===== config.mk =====
export PLATFORM = sky130hd
export DESIGN_NAME = param_alu
export DESIGN_NICKNAME = d
export VERILOG_FILES = /design/src/rtl/typedef_pkg.sv /design/src/rtl/param_alu_mult.sv /design/src/rtl/param_alu.sv
export SDC_FILE = /design/constraint.sdc
export NUM_CORES = 1
export LEC_CHECK = 0
export BUFFER_PORTS_ARGS = -buffer_cell sky130_fd_sc_hd__buf_2
export CAP_MARGIN = 25
export CORE_MARGIN = 2
export CORE_UTILIZATION = 61
export CTS_CLUSTER_DIAMETER = 100
export CTS_CLUSTER_SIZE = 40
export DETAILED_ROUTE_END_ITERATION = 10
export PLACE_DENSITY = 0.89
export SLEW_MARGIN = 10
export SYNTH_ARGS = -nofsm -noshare
export SYNTH_HDL_FRONTEND = slang
export SYNTH_SLANG_ARGS = --single-unit

===== constraint.sdc =====
create_clock -name clk -period 3.8 [get_ports clk]
set_clock_uncertainty 0.1 [all_clocks]
set_input_delay 0.38 -clock clk [delete_from_list [all_inputs] [get_ports clk]]
set_output_delay 0.38 -clock clk [all_outputs]
set_load 0.02 [all_outputs]

===== src/rtl/typedef_pkg.sv =====
// Shared types for the parametrised ALU: opcode encoding and controller states.
package typedef_pkg;

    typedef enum logic [2:0] {
        ADD = 3'd0,
        MUL = 3'd1,
        OR  = 3'd2,
        AND = 3'd3,
        SUB = 3'd4,
        XOR = 3'd5
    } operation_t;

    localparam int unsigned OP_COUNT = 6;

    typedef enum logic [1:0] {
        IDLE = 2'd0,
        EXEC = 2'd1,
        MULT = 2'd2
    } alu_state_t;

endpackage


===== src/rtl/param_alu_mult.sv =====
// Shift-add multiplier, one multiplier bit per cycle, LSB first.
// done/product are combinational on the final step so the caller can register them.
module seq_mult #(
    parameter int unsigned WIDTH = 8,
    parameter int unsigned CNT_W = $clog2(WIDTH + 1)
) (
    input  logic                 clk,
    input  logic                 rst,
    input  logic                 start,
    input  logic [WIDTH-1:0]     mcand,
    input  logic [WIDTH-1:0]     mplier,
    output logic                 done,
    output logic [2*WIDTH-1:0]   product
);

    logic [2*WIDTH-1:0] acc_q;
    logic [2*WIDTH-1:0] mcand_q;
    logic [WIDTH-1:0]   mplier_q;
    logic [CNT_W-1:0]   cnt_q;
    logic               run_q;
    logic [2*WIDTH-1:0] acc_d;

    assign acc_d   = acc_q + (mplier_q[0] ? mcand_q : '0);
    // Last step: the counter reaches WIDTH on this edge.
    assign done    = run_q && (cnt_q == CNT_W'(WIDTH - 1));
    assign product = acc_d;

    always_ff @(posedge clk) begin
        if (rst) begin
            acc_q    <= '0;
            mcand_q  <= '0;
            mplier_q <= '0;
            cnt_q    <= '0;
            run_q    <= 1'b0;
        end else if (start) begin
            acc_q    <= '0;
            mcand_q  <= {{WIDTH{1'b0}}, mcand};
            mplier_q <= mplier;
            cnt_q    <= '0;
            run_q    <= 1'b1;
        end else if (run_q) begin
            acc_q    <= acc_d;
            mcand_q  <= mcand_q << 1;
            mplier_q <= mplier_q >> 1;
            cnt_q    <= cnt_q + 1'b1;
            if (done) begin
                run_q <= 1'b0;
            end
        end
    end

endmodule


===== src/rtl/param_alu.sv =====
// Parametrised ALU: single-cycle ADD/SUB/OR/AND/XOR, multi-cycle MUL, illegal-opcode flag.
// Optional zero/carry status outputs are enabled by defining ALU_STATUS_FLAGS_EN.
module param_alu
    import typedef_pkg::*;
#(
    parameter int unsigned WIDTH = 8,
    parameter int unsigned CNT_W = $clog2(WIDTH + 1)
) (
    input  logic               clk,
    input  logic               rst,
    input  logic               op_start,
    input  logic [2:0]         operation,
    input  logic [WIDTH-1:0]   operand_a,
    input  logic [WIDTH-1:0]   operand_b,
    output logic               busy,
    output logic               done,
    output logic [2*WIDTH-1:0] result,
`ifdef ALU_STATUS_FLAGS_EN
    output logic               zero,
    output logic               carry,
`endif
    output logic               op_err
);

    alu_state_t         state_q;
    logic [2:0]         op_q;
    logic [WIDTH-1:0]   a_q;
    logic [WIDTH-1:0]   b_q;
    logic               busy_q;
    logic               done_q;
    logic               err_q;
    logic [2*WIDTH-1:0] result_q;
    logic [2*WIDTH-1:0] exec_res;
    logic               exec_err;
    logic               mult_start;
    logic               mult_done;
    logic [2*WIDTH-1:0] mult_product;

    assign mult_start = op_start && (state_q == IDLE) && (operation == MUL);

    seq_mult #(
        .WIDTH (WIDTH),
        .CNT_W (CNT_W)
    ) u_mult (
        .clk     (clk),
        .rst     (rst),
        .start   (mult_start),
        .mcand   (operand_a),
        .mplier  (operand_b),
        .done    (mult_done),
        .product (mult_product)
    );

    always_comb begin
        exec_res = '0;
        exec_err = 1'b0;
        case (op_q)
            ADD:        exec_res[WIDTH:0]   = {1'b0, a_q} + {1'b0, b_q};
            SUB:        exec_res[WIDTH:0]   = {1'b0, a_q} - {1'b0, b_q};
            OR:         exec_res[WIDTH-1:0] = a_q | b_q;
            AND:        exec_res[WIDTH-1:0] = a_q & b_q;
            XOR:        exec_res[WIDTH-1:0] = a_q ^ b_q;
            3'd6, 3'd7: exec_err            = 1'b1;
            default:    exec_res            = '0;
        endcase
    end

`ifdef ALU_STATUS_FLAGS_EN
    logic zero_q;
    logic carry_q;
    assign zero  = zero_q;
    assign carry = carry_q;
`endif

    always_ff @(posedge clk) begin
        if (rst) begin
            state_q  <= IDLE;
            op_q     <= '0;
            a_q      <= '0;
            b_q      <= '0;
            busy_q   <= 1'b0;
            done_q   <= 1'b0;
            err_q    <= 1'b0;
            result_q <= '0;
`ifdef ALU_STATUS_FLAGS_EN
            zero_q   <= 1'b0;
            carry_q  <= 1'b0;
`endif
        end else begin
            done_q <= 1'b0;
            err_q  <= 1'b0;
            unique case (state_q)
                IDLE: begin
                    if (op_start) begin
                        op_q    <= operation;
                        a_q     <= operand_a;
                        b_q     <= operand_b;
                        busy_q  <= 1'b1;
                        state_q <= (operation == MUL) ? MULT : EXEC;
                    end
                end
                EXEC: begin
                    result_q <= exec_res;
                    done_q   <= 1'b1;
                    err_q    <= exec_err;
                    busy_q   <= 1'b0;
                    state_q  <= IDLE;
`ifdef ALU_STATUS_FLAGS_EN
                    zero_q   <= (exec_res == '0);
                    carry_q  <= ((op_q == ADD) || (op_q == SUB)) && exec_res[WIDTH];
`endif
                end
                MULT: begin
                    if (mult_done) begin
                        result_q <= mult_product;
                        done_q   <= 1'b1;
                        busy_q   <= 1'b0;
                        state_q  <= IDLE;
`ifdef ALU_STATUS_FLAGS_EN
                        zero_q   <= (mult_product == '0);
                        carry_q  <= 1'b0;
`endif
                    end
                end
                default: state_q <= IDLE;
            endcase
        end
    end

    assign busy   = busy_q;
    assign done   = done_q;
    assign result = result_q;
    assign op_err = err_q;

endmodule


==> out/results.ini <==
[timing]
relSlewSlack = 0.526
rsz0062_at_grt = no
fmax_mhz = 333
hold_viol_final = 0
hold_ws_ns = 0.167
period_share = 0.790
slew_violations = 0
setup_ws_ns = 0.797
fin_tns_setup_ns = 0
setup_violations = 0
period_needed_ns = 3.00
worst_slew_pin_slew_ns = 0.711

[yosys]
yosys.area.top_type = dfxtp_1
yosysUniqueCellTypes = 63
syn-cell-area_um2 = 5320
ys_seq_elements = 85
synthMuxAreaShare = 0.0755
async_reset_ff_frac = 0
synth_xor_area_frac = 0.0313
synth_top_family_by_area = simple AND/OR/NAND/NOR gates
syn_area_per_cell_um2 = 8.30
synth_most_common_cell = dfxtp_1
synthSimpleGateAreaFrac = 0.207
syn_inst = 641
synth_top_area_share = 0.320
synth_edf_count = 0
synthFlopType = dfxtp_1
syn_nets = 710
yosys_warnings = 0
ys_seq_area_frac = 0.320
synth_fa_ha_area_frac = 0.115
synth_area_leaders = dfxtp_1 32%, ha_1 10%, mux2i_1 7.3%
synth_common_cells = 85 x dfxtp_1, 78 x nor2_1, 60 x nand2_1, 47 x a21oi_1, 44 x ha_1
synth_compound_area_frac = 0.204

[clock_network]
cts_buffers = 9
htree_levels = 3
hold_buffers = 0
worstSkewPairLatency_ns = 0.36
clkTransAtPathRegs_ns = 0.09
cts_setup_buffers = 0
clock-root-buffer = clkbuf_8
cts_sinks = 85
cts_tree = done
clockBufferDepth = 2
ctsResizeCount = 0

[die]
dieArea_um2 = 9480
die_width_um = 97.4
dieHeight_um = 97.4
fp-row-count = 34
initial_core_util = 0.619
pin_count = 41
core_um2 = 8590

[worst_setup_path]
cp_max_fo = 17
arrival_ns = 3.16
path_cells = and2_1 -> ha_1 -> fa_1 -> a211o_1 -> a21oi_2 -> o21ai_2 -> a31o_4 -> a31oi_4 -> nor4b_1 -> or3_1
r2r-end = u_mult.acc_q[12]$_SDFFE_PP0P_
cp_slowest_cell = fa_1
startpoint_type = flop
cp.depth = 10
cp_top_family = compound AO/OA/AOI/OAI gates
ff2ff_setup_slack_ns = 0.80
timing.critical_path.buf_inv = 0
required_ns = 3.95
crit_path_end_kind = flop
crit_type = reg -> reg
worst_r2r_path_depth = 10
crit_path_max_incr_delay_ns = 0.44
reg2reg_from = u_mult.mplier_q[0]$_SDFFE_PP0P_

[detailed_routing]
avgViaCountPerCell = 6.11
drt_iter0_markers = 387
post_drt_wl_per_cell_um = 16.4
drt_wl_total_mm = 12.7
antenna_left = 0
first_pass_iters = 5
drcViolationCount = 0
dr_total_vias = 4730

[grt]
grt_pass1_vias = 4412
antenna_found_initial = 0
grt.total_usage = 0.273
grt_pass1_wl_mm = 21.4
grt_max_degree = 56
overflow = 0

[pwr]
worst_ir_drop_vdd_v = 0.000192
power_density_nw_per_um2 = 345
p_leak_nw = 2.48

[min_path]
hold-path-endpoint = op_q[2]$_SDFFE_PP0P_
whs_path_depth = 3
hp-start = operation[2]
hold_class = in -> reg

[run_status]
status = finished clean

[placed_design]
place.gp.congestion = 0.931
dp_slack_ns = 0.799
port_buffers = 40
hpwlAfterDp_mm = 9.58
dp_cells = 758

[flow_run]
max_cap_violations = 0

[cells_and_area]
fin_cells = 774
area_growth_pct = 8.56
drive_above_1_share = 0.116
n_antenna_cell = 0
fin_nets = 730

[flip-flops by register name, summed over array words and instances, names as in the netlist]
signal and count:
op_err 1, op_q 3, b_q 8, u_mult.run_q 1
result 16, a_q 8, state_q 2, u_mult.cnt_q 4
u_mult.acc_q 16, u_mult.mcand_q 16, u_mult.mplier_q 8, done 1
busy 1
[layer usage]
| metal | up-vias | wire, um | global-route usage |
|---|---|---|---|
| met1 | 2214 | 5650 | 0.371 |
| met5 | - | 0 | 0 |
| met4 | 0 | 232 | 0.0833 |
| met3 | 29 | 878 | 0.0410 |
| met2 | 202 | 5950 | 0.451 |
| li1 | 2285 | - | - |
[how the worst max path moves through the flow]
stage	start	endpoint	slack (ns)
finish	u_mult.mplier_q[0]$_SDFFE_PP0P_	u_mult.acc_q[12]$_SDFFE_PP0P_	0.80
global route	u_mult.mplier_q[0]$_SDFFE_PP0P_	u_mult.acc_q[12]$_SDFFE_PP0P_	0.64
CTS	u_mult.mplier_q[0]$_SDFFE_PP0P_	u_mult.acc_q[12]$_SDFFE_PP0P_	0.79
detailed placement	u_mult.mplier_q[0]$_SDFFE_PP0P_	u_mult.acc_q[12]$_SDFFE_PP0P_	0.80
global placement	u_mult.mplier_q[0]$_SDFFE_PP0P_	u_mult.acc_q[12]$_SDFFE_PP0P_	0.89
floorplan	u_mult.mplier_q[0]$_SDFFE_PP0P_	u_mult.acc_q[12]$_SDFFE_PP0P_	1.08
[placed cells by master (no fill, tap or decap), types with 3 or more instances in the layout]
master	synthesis	final
buf_2	4	40
nand3_1	3	3
mux2i_1	39	39
ha_1	44	44
nand2b_1	11	11
nor3_1	15	15
a31oi_1	4	4
or2_2	3	3
xnor2_1	11	11
clkbuf_8	0	9
nor2_1	78	78
buf_4	0	7
fa_1	3	3
o21bai_1	5	5
a211oi_1	25	25
o22ai_1	4	4
o21a_1	6	6
nor3b_1	6	6
o21ai_1	3	3
and3_1	7	7
and2_1	18	18
nand3b_1	4	4
a21o_1	7	7
dfxtp_1	85	84
o31ai_1	5	5
a221oi_1	3	3
xor2_1	8	8
inv_1	28	28
a22o_1	6	6
a21oi_1	47	47
nand2_1	60	60
nor2b_1	8	8
o21ai_0	17	17
[tightest hold or removal path, delay by kind of cell]
kind                   cells  cell delay, ns
buffers and inverters      1            0.10
AND/OR/NAND/NOR            1            0.05
AO/OA/AOI/OAI              1            0.05
[layout make-up]
type / instances / area, um2
fillers: 668 / 2820
multi-input cells: 490 / 3370
repair buffers: 47 / 253
well taps: 108 / 135
clock inverters: 5 / 82.6
inverters: 28 / 105
flip-flops and latches: 85 / 1700
clock buffers: 11 / 131
[metrics by stage]
stage          utilization  instance area, um2  total power, mW
5_1_grt              0.672                5780             2.08
3_3_place_gp         0.647                5560             1.29
2_1_floorplan            -                5320             1.21
4_1_cts              0.672                5780             1.99
3_5_place_dp         0.647                5560             1.31
6_report             0.672                5780             1.99
[cell families after synthesis]
group	count (synthesis)
and+or+nand+nor	229
AOI/OAI and AO/OA	155
adders and majority gates	47
buffers and inverters	66
xor gates and xnor gates	19
muxes	40
DFF	85
[power by group]
group	total (mW)	internal [mW]	switching [mW]
clock	0.699	0.373	0.326
sequential	0.956	0.921	0.0340
combinational	0.340	0.134	0.206
(Power assumes the default switching activity.)
